`src/rtl/mem_stage_unit.sv`:
```
// MEM-stage responder: load/store against a word-organised data memory plus a
// full-descending hardware stack sharing the same array, behind a fixed-latency handshake.
module mem_stage_unit #(
   parameter  int DEPTH     = 64,
   parameter  int ADDR_BASE = 1024,
   parameter  int LATENCY   = 2,
   localparam int SPW       = $clog2(DEPTH) + 1
) (
   input  logic           clk,
   input  logic           rst,
   input  logic           memRead,
   input  logic           memWrite,
   input  logic           pushEn,
   input  logic           popEn,
   input  logic [31:0]    ALUResult,
   input  logic [31:0]    reg2Val,
   output logic [31:0]    readData,
   output logic           freeze,
   output logic [SPW-1:0] sp,
   output logic           stackFull,
   output logic           stackEmpty,
   output logic           memError
);
   localparam int IDXW = $clog2(DEPTH);

   typedef enum logic [1:0] {IDLE, BUSY, DONE} state_t;
   typedef enum logic [1:0] {OP_LOAD, OP_STORE, OP_PUSH, OP_POP} op_t;

   state_t          state, state_nx;
   op_t             op_in, op_q;
   logic [3:0]      cnt;
   logic [31:0]     addr_q, data_q;
   logic [31:0]     mem [DEPTH];
   logic            request, accept, commit;
   logic [29:0]     word_off;
   logic            addr_bad, op_err;
   logic [IDXW-1:0] idx, push_idx, pop_idx, mem_wa;
   logic            mem_we;
   logic [31:0]     mem_wd;

   assign request = memRead | memWrite | pushEn | popEn;

   always_comb begin
      op_in = OP_STORE;
      if (popEn)        op_in = OP_POP;
      else if (pushEn)  op_in = OP_PUSH;
      else if (memRead) op_in = OP_LOAD;
   end

   // FSM: next state and the stall output
   always_comb begin
      state_nx = state;
      freeze   = 1'b0;
      case (state)
         IDLE: begin
            if (request) begin
               state_nx = BUSY;
               freeze   = 1'b1;
            end
         end
         BUSY: begin
            freeze = 1'b1;
            if (cnt == 4'd0) state_nx = DONE;
         end
         DONE:    state_nx = IDLE;
         default: state_nx = IDLE;
      endcase
   end

   assign accept = (state == IDLE) && request;
   assign commit = (state == BUSY) && (cnt == 4'd0);

   // Operands are captured at accept so the commit never depends on upstream timing.
   assign word_off = 30'((addr_q - 32'(ADDR_BASE)) >> 2);
   assign addr_bad = (addr_q < 32'(ADDR_BASE)) || (addr_q[1:0] != 2'b00) ||
                     (word_off >= 30'(DEPTH));
   assign idx      = word_off[IDXW-1:0];
   assign push_idx = IDXW'(sp - 1'b1);
   assign pop_idx  = IDXW'(sp);

   assign stackFull  = (sp == '0);
   assign stackEmpty = (sp == SPW'(DEPTH));

   always_comb begin
      op_err = 1'b0;
      case (op_q)
         OP_LOAD, OP_STORE: op_err = addr_bad;
         OP_PUSH:           op_err = stackFull;
         OP_POP:            op_err = stackEmpty;
         default:           op_err = 1'b0;
      endcase
   end

   always_comb begin
      mem_we = 1'b0;
      mem_wa = idx;
      mem_wd = data_q;
      if (commit) begin
         if (op_q == OP_STORE && !addr_bad) mem_we = 1'b1;
         if (op_q == OP_PUSH && !stackFull) begin
            mem_we = 1'b1;
            mem_wa = push_idx;
         end
      end
   end

   // Array is deliberately not reset; reset forces IDLE, so an aborted access never writes.
   always_ff @(posedge clk) begin
      if (mem_we) mem[mem_wa] <= mem_wd;
   end

   always_ff @(posedge clk or negedge rst) begin
      if (!rst) begin
         state    <= IDLE;
         cnt      <= '0;
         op_q     <= OP_LOAD;
         addr_q   <= '0;
         data_q   <= '0;
         sp       <= SPW'(DEPTH);
         readData <= '0;
         memError <= 1'b0;
      end else begin
         state    <= state_nx;
         memError <= commit && op_err;
         if (accept) begin
            cnt    <= 4'(LATENCY - 1);
            op_q   <= op_in;
            addr_q <= ALUResult;
            data_q <= reg2Val;
         end else if (state == BUSY && cnt != 4'd0) begin
            cnt <= cnt - 1'b1;
         end
         if (commit) begin
            case (op_q)
               OP_LOAD: readData <= addr_bad ? 32'd0 : mem[idx];
               OP_PUSH: if (!stackFull) sp <= sp - 1'b1;
               OP_POP: begin
                  if (stackEmpty) begin
                     readData <= 32'd0;
                  end else begin
                     readData <= mem[pop_idx];
                     sp       <= sp + 1'b1;
                  end
               end
               default: ;
            endcase
         end
      end
   end
endmodule
```
`config.mk`:
```
export PLATFORM = sky130hd
export DESIGN_NAME = mem_stage_unit
export DESIGN_NICKNAME = d
export VERILOG_FILES = /design/src/rtl/mem_stage_unit.sv
export SDC_FILE = /design/constraint.sdc
export NUM_CORES = 2
export LEC_CHECK = 0
export BUFFER_PORTS_ARGS = -buffer_cell sky130_fd_sc_hd__buf_4
export CAP_MARGIN = 20
export CORE_MARGIN = 2
export CORE_UTILIZATION = 57
export DETAILED_ROUTE_END_ITERATION = 10
export PLACE_DENSITY_LB_ADDON = 0.12
export SYNTH_ARGS = -nofsm -noshare
export SYNTH_HDL_FRONTEND = slang
export SYNTH_SLANG_ARGS = --single-unit
export TNS_END_PERCENT = 50
```
`constraint.sdc`:
```
create_clock -name clk -period 6.7 [get_ports clk]
set_clock_uncertainty 0.05 [all_clocks]
set_input_delay 0.67 -clock clk [delete_from_list [all_inputs] [get_ports clk]]
set_output_delay 0.67 -clock clk [all_outputs]
set_load 0.05 [all_outputs]
```
==> run metrics <==
peak supply drop 0.000429 V; Setup Fix Bufs, Post-CTS 0; Critical Path Fanout Max 44; Synth area leaders edfxtp_1, mux4_2, mux2i_1, dfrtp_1, a22oi_1; sequential-to-total area share from yosys stat 0.639; setup tns final 0 ns; FILL cells 12.2k; Crit path max-delay family simple AND/OR/NAND/NOR gates; router iterations before antenna repair 6; Skew-Pair Late Insertion Delay 0.89 ns; cts repair resizes 0; Synth Flop Type edfxtp_1; drt drc 0; minimum clock period 5.00 ns; Placement Cell Area 0.105 mm2; fin crit share 0.747; Cell Chain, Critical Path inv_1 -> ha_1 -> nand3_1 -> o211ai_1 -> nand2_1 -> o21ai_1 -> nand3_1 -> nor3_2 -> buf_4; Slew Limit Fails 0; Port Buf Inserts 112; Initial Util 0.572; vias after detailed routing 63.5k; Worst Path Class, Setup flip-flop to flip-flop; setup violators final 0; Synth Cell Area 0.101 mm2; RSZ-0062 raised after global routing no; initial antenna violation count 8; FF+latch area 0.0644 mm2; total power divided by cell area approximately 470 mW/mm2; clock slew at reported path FFs 0.06 ns; Fmax 0.200 GHz; Synth Net Count about 5.7k; status complete, no violations; Finished Cell Area 0.113 mm2; P_leak 36.8 nW; critical path data required time roughly 7.1 ns; largest net degree at the start of global routing 120; Overflow after GRT 0; sum of net half-perimeters after detailed placement 212 mm; Detailed Route WL 355 mm; vias in the first global route 62.2k; DR vias/cell 7.56; routability cong. 0.935; Critical Path Source Type flip-flop; most used cell, CP nand3_1; DIE WIDTH 424 um; total CTS buffers 221; synth-to-layout area growth 12.1%; Nets 5,933; critical path buffer and inverter count 2; Total GRT Usage 0.397; Hold Crit Class primary input to flip-flop; FP Rows 154; Routed wire per std cell 42.3 um; Clock Root Buffer clkbuf_16; Synth warnings 0; slowest CP cell dfrtp_4; flops & latches, synth ~2.2k; die height 424 um; CTS tree built; Worst Setup End Kind flip-flop; Critical Path AT 5.45 ns; maxcap violations 0; number of DRC markers in iteration 0 about 10k; ANT nets after route 0; first-pass GRT wire length 489 mm; cell taking the most area after synthesis edfxtp_1; Netlist cell types 85; Post-synth EDFFs ~2k; CP max stage delay ~0.8 ns; I/O Pins 113; Mapped Cells ~5.6k; share of cells above drive strength 1 0.282; ys async rst share 0.0519; footprint of the multi-input gates 0.0343 mm2; final hold violations 0; Max-slew headroom 0.180; top-area cell type share of the netlist area 0.611; CTS Hold Buffers Added 64; H-tree levels 4; core area 0.176 mm2; worst slew pin tran ~1.2 ns; die area about 0.18 mm2; Mapped Avg Cell Area around 18 um2; CTS sink cnt about 2.2k; Bufs on Longest Clock Path 3
-- cell type report --
cell class / count / area share
tap: 2340 / 0.0259
sequential: 2160 / 0.570
antenna: 11 / 0.000244
timing repair buffer: 456 / 0.0347
clock buffer: 305 / 0.0545
inverter: 16 / 0.000654
clock inverter: 111 / 0.00946
multi-input combinational: 3002 / 0.304
-- synth_stat cells, drive strengths merged (14+ instances only) --
library cell,n
and3,17
nand2b,14
nand3,80
buf,256
nor2,90
nand2,324
o211ai,61
a22oi,183
edfxtp,2048
a21oi,98
mux4,781
o221ai,40
o21ai,129
a211oi,15
nor3,100
clkbuf,187
a221o,28
mux2i,648
nor4,18
nor2b,14
dfrtp,111
a221oi,93
a31oi,28
o22ai,40
nand4,24
mux2,46
-- layout by cell type (no fill, tap or decap), types with 67 or more instances in the layout --
master        n
clkbuf_16   224
mux2i_1     648
nor3_2       67
edfxtp_1   2048
nor2_1       77
dfrtp_1      80
a21oi_1      97
a22oi_1     183
mux4_2      781
nand3_1      80
buf_4       364
a221oi_1     91
nand2_1     322
o21ai_0     111
-- tightest hold or removal path, stage by stage --
cell and delay (ns):
buf_4 0.11, nand2_1 0.08, nand2_1 0.07
-- routing by layer --
| metal | GRT usage | share of wire |
|---|---|---|
| met3 | 0.114 | 0.13 |
| met5 | 0.00714 | 0.00062 |
| met1 | 0.523 | 0.34 |
| met2 | 0.583 | 0.44 |
| met4 | 0.256 | 0.078 |
-- worst paths after layout --
kind | start | to | slack [ns] | cells past startpoint
min in group asynchronous | rst | addr_q[11]$_DFFE_PN0P_ | 0.27 | 2
hold / removal | reg2Val[7] | data_q[7]$_DFFE_PN0P_ | 0.05 | 3
max in group asynchronous | rst | addr_q[5]$_DFFE_PN0P_ | 5.09 | 3
setup reg to reg | sp[1]$_DFFE_PN0P_ | mem[17][25]$_DFFE_PP_ | 1.70 | 9
setup / recovery | sp[1]$_DFFE_PN0P_ | mem[17][25]$_DFFE_PP_ | 1.70 | 9
hold reg to reg | data_q[5]$_DFFE_PN0P_ | data_q[5]$_DFFE_PN0P_ | 0.43 | 2
-- cells by family (layout without fill, tap and decap cells) --
kind of cell | count (synthesis) | after routing | share of synthesized area
other | 0 | 11 | 0
AO/OA/AOI/OAI | 799 | 799 | 0.0575
multiplexers | 1475 | 1475 | 0.244
flip-flops | 2160 | 2160 | 0.639
buffers and inverters | 459 | 888 | 0.0257
XOR/XNOR | 15 | 15 | 0.00130
adder cells (fa/ha/maj) | 6 | 6 | 0.000745
AND/OR/NAND/NOR | 707 | 707 | 0.0319
-- report_power, final --
group	switching (mW)	internal, mW	total [mW]
Sequential	0.860	17.0	17.9
Clock	5.33	7.03	12.4
Combinational	14.6	8.00	22.6
Total	20.7	32.0	52.8
-- registers in the layout (all words and copies together) (netlist names) --
name      flops
mem        2048
addr_q       32
data_q       32
readData     32
sp            7
cnt           4
op_q          2
state         2
memError      1
-- through the flow --
stage                     cells  worst slack (ns)   util  hold WS (ns)  power, mW
final                      8401              1.70  0.641        0.0513       52.8
after global routing       8390              1.41  0.641        0.0817       53.9
after CTS                  8383              1.83  0.640       0.00953       52.2
after detailed placement   7903              1.89  0.596         0.419       40.0
after global placement     7901              1.96  0.596         0.413       39.7
after floorplan            5621             0.166      -         0.324       31.9
Note: power is estimated with default switching activity, not from simulation.
